==> config.mk <==
export PLATFORM = sky130hd
export DESIGN_NAME = kanagawa_hal_reset_sequencer
export DESIGN_NICKNAME = d
export VERILOG_FILES = /design/src/rtl/kanagawa_hal_reset_sequencer.sv
export SDC_FILE = /design/constraint.sdc
export NUM_CORES = 1
export LEC_CHECK = 0
export ABC_CLOCK_PERIOD_IN_PS = 5800
export CAP_MARGIN = 20
export CORE_MARGIN = 2
export CORE_UTILIZATION = 60
export DETAILED_ROUTE_END_ITERATION = 16
export GPL_ROUTABILITY_DRIVEN = 0
export PLACE_DENSITY_LB_ADDON = 0.25
export SYNTH_ARGS = -nofsm -noshare
export SYNTH_HDL_FRONTEND = slang
export SYNTH_SLANG_ARGS = --single-unit
==> constraint.sdc <==
create_clock -name clk -period 5.8 [get_ports clk]
set_clock_uncertainty 0.05 [all_clocks]
set_input_delay 1.45 -clock clk [delete_from_list [all_inputs] [get_ports clk]]
set_output_delay 1.45 -clock clk [all_outputs]
set_load 0.01 [all_outputs]
==> src/rtl/kanagawa_hal_reset_sequencer.sv <==
// Staged reset release: synchronises arst, holds every domain in reset for HOLD_CYCLES,
// then releases domains one at a time, each waiting for the previous ready or a timeout.
module kanagawa_hal_reset_sequencer #(
   parameter int NUM_STAGES    = 4,
   parameter int SYNC_DEPTH    = 2,
   parameter int HOLD_CYCLES   = 16,
   parameter int STAGE_TIMEOUT = 1024
) (
   input  logic                  clk,
   input  logic                  arst,
   input  logic                  sw_rst_req,
   input  logic [NUM_STAGES-1:0] ready_in,
   output logic [NUM_STAGES-1:0] rst_out,
   output logic                  all_ready,
   output logic                  busy,
   output logic [NUM_STAGES-1:0] timeout_err
);

   localparam int IDXW = (NUM_STAGES > 1) ? $clog2(NUM_STAGES) : 1;
   localparam logic [15:0]     HOLD_LOAD = 16'(HOLD_CYCLES - 1);
   localparam logic [15:0]     TMO_LOAD  = 16'(STAGE_TIMEOUT - 1);
   localparam logic [IDXW-1:0] LAST_IDX  = IDXW'(NUM_STAGES - 1);

   typedef enum logic [1:0] {
      SYNC = 2'd0,
      HOLD = 2'd1,
      WAIT = 2'd2,
      DONE = 2'd3
   } state_t;

   logic [SYNC_DEPTH-1:0] sync_r;
   logic                  rst_sync_s;
   state_t                state_r;
   logic [IDXW-1:0]       idx_r;
   logic [IDXW-1:0]       nxt_idx_s;
   logic [15:0]           cnt_r;
   logic [NUM_STAGES-1:0] rst_out_r;
   logic                  all_ready_r;
   logic                  busy_r;
   logic [NUM_STAGES-1:0] timeout_err_r;

   // Reset-deassertion synchronizer: async set, zeros shift in on each edge
   always_ff @(posedge clk or posedge arst) begin
      if (arst) begin
         sync_r <= '1;
      end else begin
         sync_r <= {sync_r[SYNC_DEPTH-2:0], 1'b0};
      end
   end

   assign rst_sync_s = sync_r[SYNC_DEPTH-1];
   assign nxt_idx_s  = idx_r + IDXW'(1);

   // Sequencing FSM with registered outputs
   always_ff @(posedge clk or posedge arst) begin
      if (arst) begin
         state_r       <= SYNC;
         idx_r         <= '0;
         cnt_r         <= 16'd0;
         rst_out_r     <= '1;
         all_ready_r   <= 1'b0;
         busy_r        <= 1'b1;
         timeout_err_r <= '0;
      end else if (sw_rst_req && (state_r != SYNC)) begin
         // Soft rerun keeps the sticky timeout flags
         state_r     <= HOLD;
         idx_r       <= '0;
         cnt_r       <= HOLD_LOAD;
         rst_out_r   <= '1;
         all_ready_r <= 1'b0;
         busy_r      <= 1'b1;
      end else begin
         case (state_r)
            SYNC: begin
               if (!rst_sync_s) begin
                  state_r <= HOLD;
                  cnt_r   <= HOLD_LOAD;
               end
            end
            HOLD: begin
               if (cnt_r == 16'd0) begin
                  rst_out_r[0] <= 1'b0;
                  idx_r        <= '0;
                  cnt_r        <= TMO_LOAD;
                  state_r      <= WAIT;
               end else begin
                  cnt_r <= cnt_r - 16'd1;
               end
            end
            WAIT: begin
               // Ready wins over a coincident timeout
               if (ready_in[idx_r] || (cnt_r == 16'd0)) begin
                  if (!ready_in[idx_r]) begin
                     timeout_err_r[idx_r] <= 1'b1;
                  end
                  if (idx_r == LAST_IDX) begin
                     state_r     <= DONE;
                     all_ready_r <= 1'b1;
                     busy_r      <= 1'b0;
                  end else begin
                     rst_out_r[nxt_idx_s] <= 1'b0;
                     idx_r                <= nxt_idx_s;
                     cnt_r                <= TMO_LOAD;
                  end
               end else begin
                  cnt_r <= cnt_r - 16'd1;
               end
            end
            DONE: begin
               rst_out_r   <= '0;
               all_ready_r <= 1'b1;
               busy_r      <= 1'b0;
            end
            default: begin
               state_r <= SYNC;
            end
         endcase
      end
   end

   assign rst_out     = rst_out_r;
   assign all_ready   = all_ready_r;
   assign busy        = busy_r;
   assign timeout_err = timeout_err_r;

endmodule

==> results of run 1 <==
-- sequential cells by signal, summed over array words and instances, names as in the netlist --
register,flops
all_ready,1
state_r,2
rst_out,4
timeout_err,4
busy,1
sync_r,2
idx_r,2
cnt_r,16
-- logic make-up after synthesis --
group / Yosys count / synth area share, %
AOI/OAI and AO/OA: 72 / 24.0
xor gates and xnor gates: 2 / 0.820
adders and majority gates: 13 / 7.62
buffers and inverters: 25 / 5.68
DFF: 32 / 37.9
muxes: 8 / 4.63
other: 1 / 0.176
and+or+nand+nor: 71 / 19.2
-- power by group --
group	total [mW]	switching, mW	internal [mW]
registers	0.346	0.0611	0.285
logic	0.516	0.308	0.208
clock network	0.137	0.0773	0.0598
total	0.999	0.446	0.553
-- routing by layer --
| metal | wire [um] | GRT usage (%) | vias to the layer above |
|---|---|---|---|
| met5 | 0 | 0 | - |
| met4 | 72 | 8.97 | 0 |
| met3 | 369 | 4.29 | 14 |
| met2 | 2350 | 41.6 | 94 |
| met1 | 2100 | 36.4 | 941 |
| li1 | - | - | 881 |
-- synthesized netlist by cell type, types with 4 or more instances --
| master | instances | area, sq um |
|---|---|---|
| nand3_1 | 8 | 40.0 |
| o31ai_1 | 6 | 45.0 |
| dfrtp_1 | 25 | 626 |
| dfstp_2 | 7 | 184 |
| mux2i_1 | 5 | 50.1 |
| nand2_1 | 14 | 52.6 |
| or4_1 | 5 | 37.5 |
| nor3_1 | 10 | 50.1 |
| a21oi_1 | 11 | 55.1 |
| inv_1 | 17 | 63.8 |
| nor4_1 | 6 | 37.5 |
| a21o_1 | 4 | 30.0 |
| ha_1 | 13 | 163 |
| o21ai_0 | 10 | 50.1 |
| a22oi_1 | 7 | 52.6 |
| o21ai_1 | 5 | 25.0 |
| nor2_1 | 10 | 37.5 |
-- worst max-delay path, cell delays in order --
cell	delay, ns
clkdlybuf4s50_1	0.44
nand2b_1	0.35
nand3_1	0.25
a21oi_2	0.62
nor2_2	0.25
a22oi_1	0.24
-- final cells by class --
cell class / instances / share of cell area [%]
Timing Repair Buffer: 17 / 7.09
Multi-Input combinational cell: 167 / 50.9
Tap cell: 46 / 2.43
Clock buffer: 8 / 2.49
Inverter: 18 / 2.86
Sequential cell: 32 / 34.2
-- per-stage QoR --
step | utilization, % | hold slack [ns] | total power [mW] | instance area (sq um) | worst slack, ns
2_1_floorplan | - | 0.295 | 0.717 | 2140 | 2.94
3_3_place_gp | 68.1 | 0.297 | 0.837 | 2310 | 2.16
3_5_place_dp | 68.1 | 0.307 | 0.851 | 2310 | 2.05
4_1_cts | 69.8 | 0.321 | 0.987 | 2370 | 2.39
5_1_grt | 69.8 | 0.326 | 1.07 | 2370 | 2.18
6_report | 69.8 | 0.320 | 0.999 | 2370 | 2.40
-- how the worst min path moves through the flow --
stage | end | cells past startpoint | start | slack (ns)
final | sync_r[1]$_DFF_PP1_ | 0 | sync_r[0]$_DFF_PP1_ | 0.32
after global routing | sync_r[1]$_DFF_PP1_ | 0 | sync_r[0]$_DFF_PP1_ | 0.33
after detailed placement | sync_r[1]$_DFF_PP1_ | 0 | sync_r[0]$_DFF_PP1_ | 0.31
after global placement | sync_r[1]$_DFF_PP1_ | 0 | sync_r[0]$_DFF_PP1_ | 0.30
after CTS | sync_r[1]$_DFF_PP1_ | 0 | sync_r[0]$_DFF_PP1_ | 0.32
after floorplan | sync_r[1]$_DFF_PP1_ | 0 | sync_r[0]$_DFF_PP1_ | 0.30
==> flow_metrics.py, run 1 <==
metrics = {
    "worst_setup_path": {
        "r2r_end": "cnt_r[15]$_DFFE_PP0P_",
        "criticalPathCategory": "in -> reg",
        "reg2reg_setup_slack_ns": 2.84,
        "cp_max_fo": 17,
        "cp-start-kind": "input port",
        "end_kind": "flip-flop",
        "reg2reg_depth": 7,
        "required_ns": 6.01,
        "r2r-start": "cnt_r[0]$_DFFE_PP0P_",
        "crit_arrival_ns": 3.62,
        "crit_end": "cnt_r[15]$_DFFE_PP0P_",
        "setup.worst_path.start": "sw_rst_req",
    },
    "final_layout": {
        "drive_gt1_share_pct": 13.2,
        "fillers": 253,
        "syn2layout_area_growth_pct": 10.8,
        "stdcell_count": 288,
        "register_area_sq_um": 810,
        "final_cell_mix": "dfrtp_1, inv_1, clkdlybuf4s50_1, nand2_1, ha_1",
        "fin_nets": 261,
        "mostFrequentLayoutCell": "dfrtp_1",
        "multiInputGateArea_sq_um": 1200,
        "antennaDiodeCount": 0,
    },
    "routing": {
        "vias_per_cell": 6.70,
        "vias": 1930,
        "post_drt_wl_per_cell_um": 17.0,
        "drt_wl_total_um": 4900,
        "drtIter0Drc": 239,
        "ant_nets": 0,
        "drc_errors": 0,
        "firstDrtPassIters": 5,
    },
    "timing": {
        "setup_violations": 0,
        "final.min_clock_period_ns": 3.40,
        "hold_viol_final": 0,
        "worstMarginPinSlew_ns": 0.868,
        "timing.setup.tns_ns": 0,
        "fmax_mhz": 294,
        "period_share_pct": 58.7,
        "slew_headroom_pct": 42.1,
        "rsz0062_at_grt": "false",
        "finalMaxSlewViolations": 0,
    },
    "global_routing": {
        "first_global_vias": 1799,
        "grt_use_total_pct": 26.2,
        "grt_pass1_wl_um": 8450,
        "grt-ovfl-total": 0,
        "antenna_found_initial": 0,
        "grt_max_degree": 33,
    },
    "clock_tree": {
        "clk_pin_slew_ns": 0.11,
        "cts_tree": "built",
        "cts_sinks": 32,
        "cts_buffer_depth": 2,
        "htreeDepth": 2,
        "post_cts_buffers": 0,
        "clockRootBuffer": "clkbuf_4",
        "cts_hold_buf": 0,
        "clock_latency_ns": 0.34,
        "cts_buffers": 5,
        "cts-resized-gates": 0,
    },
    "floorplan": {
        "core-area_sq_um": 3390,
        "fp.dieH_um": 63.7,
        "start_util_pct": 63.0,
        "dieArea_sq_um": 4050,
        "placementRows": 21,
        "num_io_pins": 17,
        "die_w_um": 63.7,
    },
    "pwr": {
        "leakagePower_nw": 1.03,
        "powerDensity_nw_per_um2": 422,
        "ir_drop_mv": 0.263,
    },
    "yosys": {
        "syn_avg_cell_area_sq_um": 9.53,
        "netlist_area_sq_um": 2140,
        "synth_enable_flop_cells": 0,
        "ys_seq_area_share_pct": 37.9,
        "yosys.cell_types.count": 63,
        "syn-instance-count": 224,
        "synthArstFlopShare_pct": 100,
        "ys_ff_latch": 32,
        "ys.flop_type": "dfrtp_1",
        "synth_warnings": 0,
        "synthesis.nets": 244,
    },
    "place": {
        "dpl.hpwl_um": 3380,
        "numPlacedInstances": 280,
        "placement.io_buffers": 16,
    },
    "run": {
        "maxCapViolCount": 0,
    },
    "min_path": {
        "hold_class": "reg -> reg",
    },
    "run_status": {
        "status": "finished, final reports clean",
    },
}
(Power assumes the default switching activity.)
==> run 2, diff against run 1 <==
--- a/config.mk
+++ b/config.mk
@@ -5,10 +5,10 @@
 export SDC_FILE = /design/constraint.sdc
 export NUM_CORES = 1
 export LEC_CHECK = 0
-export ABC_CLOCK_PERIOD_IN_PS = 5800
+export ABC_CLOCK_PERIOD_IN_PS = 3150
 export CAP_MARGIN = 20
 export CORE_MARGIN = 2
-export CORE_UTILIZATION = 60
+export CORE_UTILIZATION = 58
 export DETAILED_ROUTE_END_ITERATION = 16
 export GPL_ROUTABILITY_DRIVEN = 0
 export PLACE_DENSITY_LB_ADDON = 0.25
==> constraint.sdc (replaced) <==
create_clock -name clk -period 3.15 [get_ports clk]
set_clock_uncertainty 0.05 [all_clocks]
set_input_delay 0.7875 -clock clk [delete_from_list [all_inputs] [get_ports clk]]
set_output_delay 0.7875 -clock clk [all_outputs]
set_load 0.01 [all_outputs]
==> run 2 against run 1 <==
Net effect:
- non-clock buffer count up 5
- flip-flop and latch count is the same
- largest cell class unchanged
- critical endpoint is now state_r[0]$_DFFE_PP0P_
- routed wire length decreased by 0.88%
==> flow_metrics.py, run 2 (synthesis results as in run 1) <==
metrics = {
    "timing": {
        "slew_headroom_pct": 59.7,
        "finalMaxSlewViolations": 0,
        "worstMarginPinSlew_ns": 0.598,
        "fmax_mhz": 411,
        "hold_viol_final": 0,
        "period_share_pct": 77.3,
        "timing.setup.tns_ns": 0,
        "rsz0062_at_grt": "false",
        "setup_violations": 0,
        "fin_ws_ns": 0.715,
        "final.min_clock_period_ns": 2.43,
    },
    "clock_tree": {
        "cts_buffers": 5,
        "cts_tree": "built",
        "cts_sinks": 32,
        "cts_hold_buf": 0,
        "cts-resized-gates": 0,
        "cts_buffer_depth": 2,
        "clockRootBuffer": "clkbuf_8",
        "clock_latency_ns": 0.29,
        "htreeDepth": 2,
        "clk_pin_slew_ns": 0.06,
        "post_cts_buffers": 0,
    },
    "worst_setup_path": {
        "cp_cell_sequence": "clkdlybuf4s50_1, mux4_2, o21ai_0, nand3_1, o211a_1, mux2_1",
        "cpPeakStageDelay_ns": 0.54,
        "reg2reg_setup_slack_ns": 0.72,
        "crit_arrival_ns": 2.55,
        "slowest_stage": "mux4_2",
        "required_ns": 3.27,
        "cp_max_fo": 5,
        "cp-start-kind": "input port",
        "end_kind": "flip-flop",
        "path_buf_inv": 1,
        "criticalPathCategory": "in -> reg",
        "crit_family": "multiplexers",
    },
    "floorplan": {
        "num_io_pins": 17,
        "start_util_pct": 59.2,
        "die_w_um": 64.7,
        "fp.dieH_um": 64.7,
        "dieArea_sq_um": 4180,
        "core-area_sq_um": 3610,
        "placementRows": 22,
    },
    "run": {
        "maxCapViolCount": 0,
    },
    "place": {
        "dpl.hpwl_um": 3440,
        "placement.io_buffers": 16,
        "place_ws_ns": 0.430,
    },
    "global_routing": {
        "grt_use_total_pct": 25.9,
        "grt_pass1_wl_um": 8300,
        "antenna_found_initial": 0,
        "grt-ovfl-total": 0,
        "grt_max_degree": 33,
        "first_global_vias": 1749,
    },
    "routing": {
        "drt_wl_total_um": 4850,
        "firstDrtPassIters": 4,
        "drc_errors": 0,
        "drtIter0Drc": 107,
        "vias_per_cell": 6.15,
        "post_drt_wl_per_cell_um": 16.5,
        "ant_nets": 0,
        "vias": 1815,
    },
    "pwr": {
        "ir_drop_mv": 0.494,
        "powerDensity_nw_per_um2": 790,
        "leakagePower_nw": 1.07,
    },
    "run_status": {
        "status": "finished, final reports clean",
    },
    "final_layout": {
        "final_cell_mix": "dfrtp_1, inv_1, clkdlybuf4s50_1, nand2_1, ha_1",
        "syn2layout_area_growth_pct": 14.1,
        "drive_gt1_share_pct": 15.0,
        "fin_nets": 266,
        "mostFrequentLayoutCell": "dfrtp_1",
        "antennaDiodeCount": 0,
        "largest_reg_flops": 16,
        "top_register": "cnt_r",
    },
    "min_path": {
        "hold_class": "reg -> reg",
    },
}
run 2: cell types whose count changed in the layout (fill, tap and decap cells not counted), sizes merged:
cell and delta:
buf +5
run 2: final cells by class:
| class | instances | area, sq um |
|---|---|---|
| multi-input combinational | 167 | 1200 |
| sequential | 32 | 810 |
| tap | 48 | 60.1 |
| inverter | 18 | 67.6 |
| timing repair buffer | 22 | 205 |
| clock buffer | 8 | 90.1 |
| fill | 282 | 1170 |
run 2: layer usage:
layer	global-route usage (%)	wire (um)
met1	33.6	2210
met2	41.9	2350
met3	6.25	206
met4	10.4	82
met5	0	0
run 2: through the flow:
stage	hold slack (ns)	power [mW]	instance area [sq um]	util, %	std cells
3_5_place_dp	0.299	1.59	2350	65.1	287
4_1_cts	0.308	1.93	2440	67.6	295
3_3_place_gp	0.296	1.57	2350	65.1	287
5_1_grt	0.314	2.07	2440	67.6	295
2_1_floorplan	0.295	1.32	2140	-	224
6_report	0.306	1.93	2440	67.6	295
run 2: path summary, 6_finish.rpt:
path                                 startpoint                endpoint  depth (start not counted)
setup / recovery                    ready_in[3]  state_r[0]$_DFFE_PP0P_                          6
hold / removal              sync_r[0]$_DFF_PP1_     sync_r[1]$_DFF_PP1_                          0
setup reg to reg           cnt_r[0]$_DFFE_PP0P_    cnt_r[8]$_DFFE_PP0P_                          8
hold reg to reg             sync_r[0]$_DFF_PP1_     sync_r[1]$_DFF_PP1_                          0
max in group asynchronous                  arst        busy$_DFFE_PP1P_                          3
min in group asynchronous                  arst    cnt_r[1]$_DFFE_PP0P_                          3
run 2: where the power goes:
part | internal (mW) | leakage, nW | switching [mW]
sequential | 0.525 | 0.401 | 0.111
clock | 0.178 | 0.0455 | 0.151
combinational | 0.397 | 0.621 | 0.564
==> run 3, diff against run 2 <==
--- a/config.mk
+++ b/config.mk
@@ -5,7 +5,7 @@
 export SDC_FILE = /design/constraint.sdc
 export NUM_CORES = 1
 export LEC_CHECK = 0
-export ABC_CLOCK_PERIOD_IN_PS = 3150
+export ABC_CLOCK_PERIOD_IN_PS = 2400
 export CAP_MARGIN = 20
 export CORE_MARGIN = 2
 export CORE_UTILIZATION = 58
==> constraint.sdc (replaced) <==
create_clock -name clk -period 2.4 [get_ports clk]
set_clock_uncertainty 0.05 [all_clocks]
set_input_delay 0.6 -clock clk [delete_from_list [all_inputs] [get_ports clk]]
set_output_delay 0.6 -clock clk [all_outputs]
set_load 0.01 [all_outputs]
==> run 3 against run 2 <==
Net effect:
- non-clock buffer count is 15 higher
- register-to-register slack got worse by 0.59 ns
- power increased by 44%
- worst hold slack gained 0.0041 ns
- setup slack got worse by 0.59 ns
- sequential share of layout area fell by 2.1 points
- largest power group unchanged
- highest routed layer unchanged
==> flow_metrics.py, run 3 (synthesis results as in run 1) <==
metrics = {
    "worst_setup_path": {
        "cp_max_fo": 6,
        "end_kind": "flip-flop",
        "criticalPathCategory": "reg -> reg",
        "cp-start-kind": "flip-flop",
        "required_ns": 2.53,
        "crit_arrival_ns": 2.41,
    },
    "final_layout": {
        "drive_gt1_share_pct": 20.2,
        "mostFrequentLayoutCell": "dfrtp_1",
        "antennaDiodeCount": 0,
        "fillers": 264,
        "syn2layout_area_growth_pct": 21.8,
        "final_cell_mix": "dfrtp_1, buf_4, inv_1, clkdlybuf4s50_1, nand2_1",
        "multiInputGateArea_sq_um": 1210,
        "stdcell_count": 310,
        "top_register": "cnt_r",
        "largest_reg_flops": 16,
        "register_area_sq_um": 810,
        "fin_nets": 281,
    },
    "clock_tree": {
        "cts_buffers": 5,
        "htreeDepth": 2,
        "clockRootBuffer": "clkbuf_8",
        "cts_buffer_depth": 2,
        "cts_sinks": 32,
        "clk_pin_slew_ns": 0.07,
        "cts_tree": "built",
        "clock_latency_ns": 0.29,
    },
    "place": {
        "dpl.hpwl_um": 3570,
        "numPlacedInstances": 301,
        "placement.io_buffers": 16,
    },
    "global_routing": {
        "grt_pass1_wl_um": 8510,
        "antenna_found_initial": 0,
        "grt_max_degree": 33,
        "grt-ovfl-total": 0,
        "first_global_vias": 1864,
        "grt_use_total_pct": 26.3,
    },
    "routing": {
        "post_drt_wl_per_cell_um": 16.1,
        "vias": 1910,
        "drt_wl_total_um": 4980,
        "drc_errors": 0,
        "ant_nets": 0,
        "firstDrtPassIters": 4,
        "vias_per_cell": 6.16,
        "drtIter0Drc": 197,
    },
    "timing": {
        "final.min_clock_period_ns": 2.28,
        "setup_violations": 0,
        "hold_viol_final": 0,
        "rsz0062_at_grt": "false",
        "holdWs_ns": 0.310,
        "fmax_mhz": 439,
        "finalMaxSlewViolations": 0,
        "period_share_pct": 94.9,
    },
    "min_path": {
        "hold_class": "reg -> reg",
    },
    "floorplan": {
        "num_io_pins": 17,
        "placementRows": 22,
        "start_util_pct": 59.2,
        "dieArea_sq_um": 4180,
        "fp.dieH_um": 64.7,
        "core-area_sq_um": 3610,
        "die_w_um": 64.7,
    },
    "run_status": {
        "status": "finished, final reports clean",
    },
    "pwr": {
        "leakagePower_nw": 1.15,
        "powerDensity_nw_per_um2": 1060,
        "ir_drop_mv": 0.670,
    },
    "run": {
        "maxCapViolCount": 0,
    },
}
[run 3: worst max-delay path, stage by stage (launching register included)]
cell and delay (ns):
dfrtp_1 0.40, inv_1 0.08, ha_1 0.25, nor4b_4 0.29, nand4_2 0.19, buf_4 0.21, a21o_1 0.26, and3_1 0.19
nor4_1 0.23
[run 3: worst paths after layout]
kind                                      start              endpoint  slack (ns)  cells past startpoint
min in group asynchronous                  arst  cnt_r[0]$_DFFE_PP0P_        0.64                      3
min reg2reg                 sync_r[0]$_DFF_PP1_   sync_r[1]$_DFF_PP1_        0.31                      0
max in group asynchronous                  arst      busy$_DFFE_PP1P_        1.32                      3
max reg2reg                cnt_r[1]$_DFFE_PP0P_  cnt_r[8]$_DFFE_PP0P_        0.12                      8
max                        cnt_r[1]$_DFFE_PP0P_  cnt_r[8]$_DFFE_PP0P_        0.12                      8
min                         sync_r[0]$_DFF_PP1_   sync_r[1]$_DFF_PP1_        0.31                      0
[run 3: layout make-up]
| class | instances | share of cell area, % |
|---|---|---|
| clock inverter | 2 | 1.35 |
| timing repair buffer | 37 | 13.2 |
| tap | 48 | 2.31 |
| multi-input combinational | 167 | 46.7 |
| clock buffer | 6 | 2.79 |
| inverter | 18 | 2.60 |
| sequential | 32 | 31.1 |
[run 3: what timing repair did]
item / in CTS / in global routing
pin swaps: 0 / 1
buffers inserted: 0 / 1
hold buffers: 0 / 0
resized for setup: 1 / 0
setup endpoints to repair: 1 / 2
[run 3: report_power, final]
| group | internal [mW] | switching, mW | total, mW |
|---|---|---|---|
| Clock | 0.308 | 0.204 | 0.511 |
| Sequential | 0.689 | 0.140 | 0.830 |
| Combinational | 0.646 | 0.780 | 1.43 |
| Total | 1.64 | 1.12 | 2.77 |
[run 3: stage by stage]
step	power [mW]	worst slack (ns)	instance area (sq um)	setup TNS, ns	util [%]
final	2.77	0.122	2600	0	72.1
after global routing	2.96	0.0131	2600	0	72.1
after CTS	2.76	0.0719	2590	0	71.9
after detailed placement	2.23	-0.106	2480	-0.815	68.7
after global placement	2.21	-0.0756	2480	-0.495	68.7
after floorplan	1.73	0.298	2140	0	-
[run 3: metal layers]
| metal | GRT usage, % | vias to the layer above | part of all wire, % |
|---|---|---|---|
| li1 | - | 918 | - |
| met1 | 34.8 | 916 | 45 |
| met2 | 41.8 | 65 | 48 |
| met3 | 5.73 | 11 | 6.1 |
| met4 | 11.4 | 0 | 1.5 |
| met5 | 0 | - | 0 |
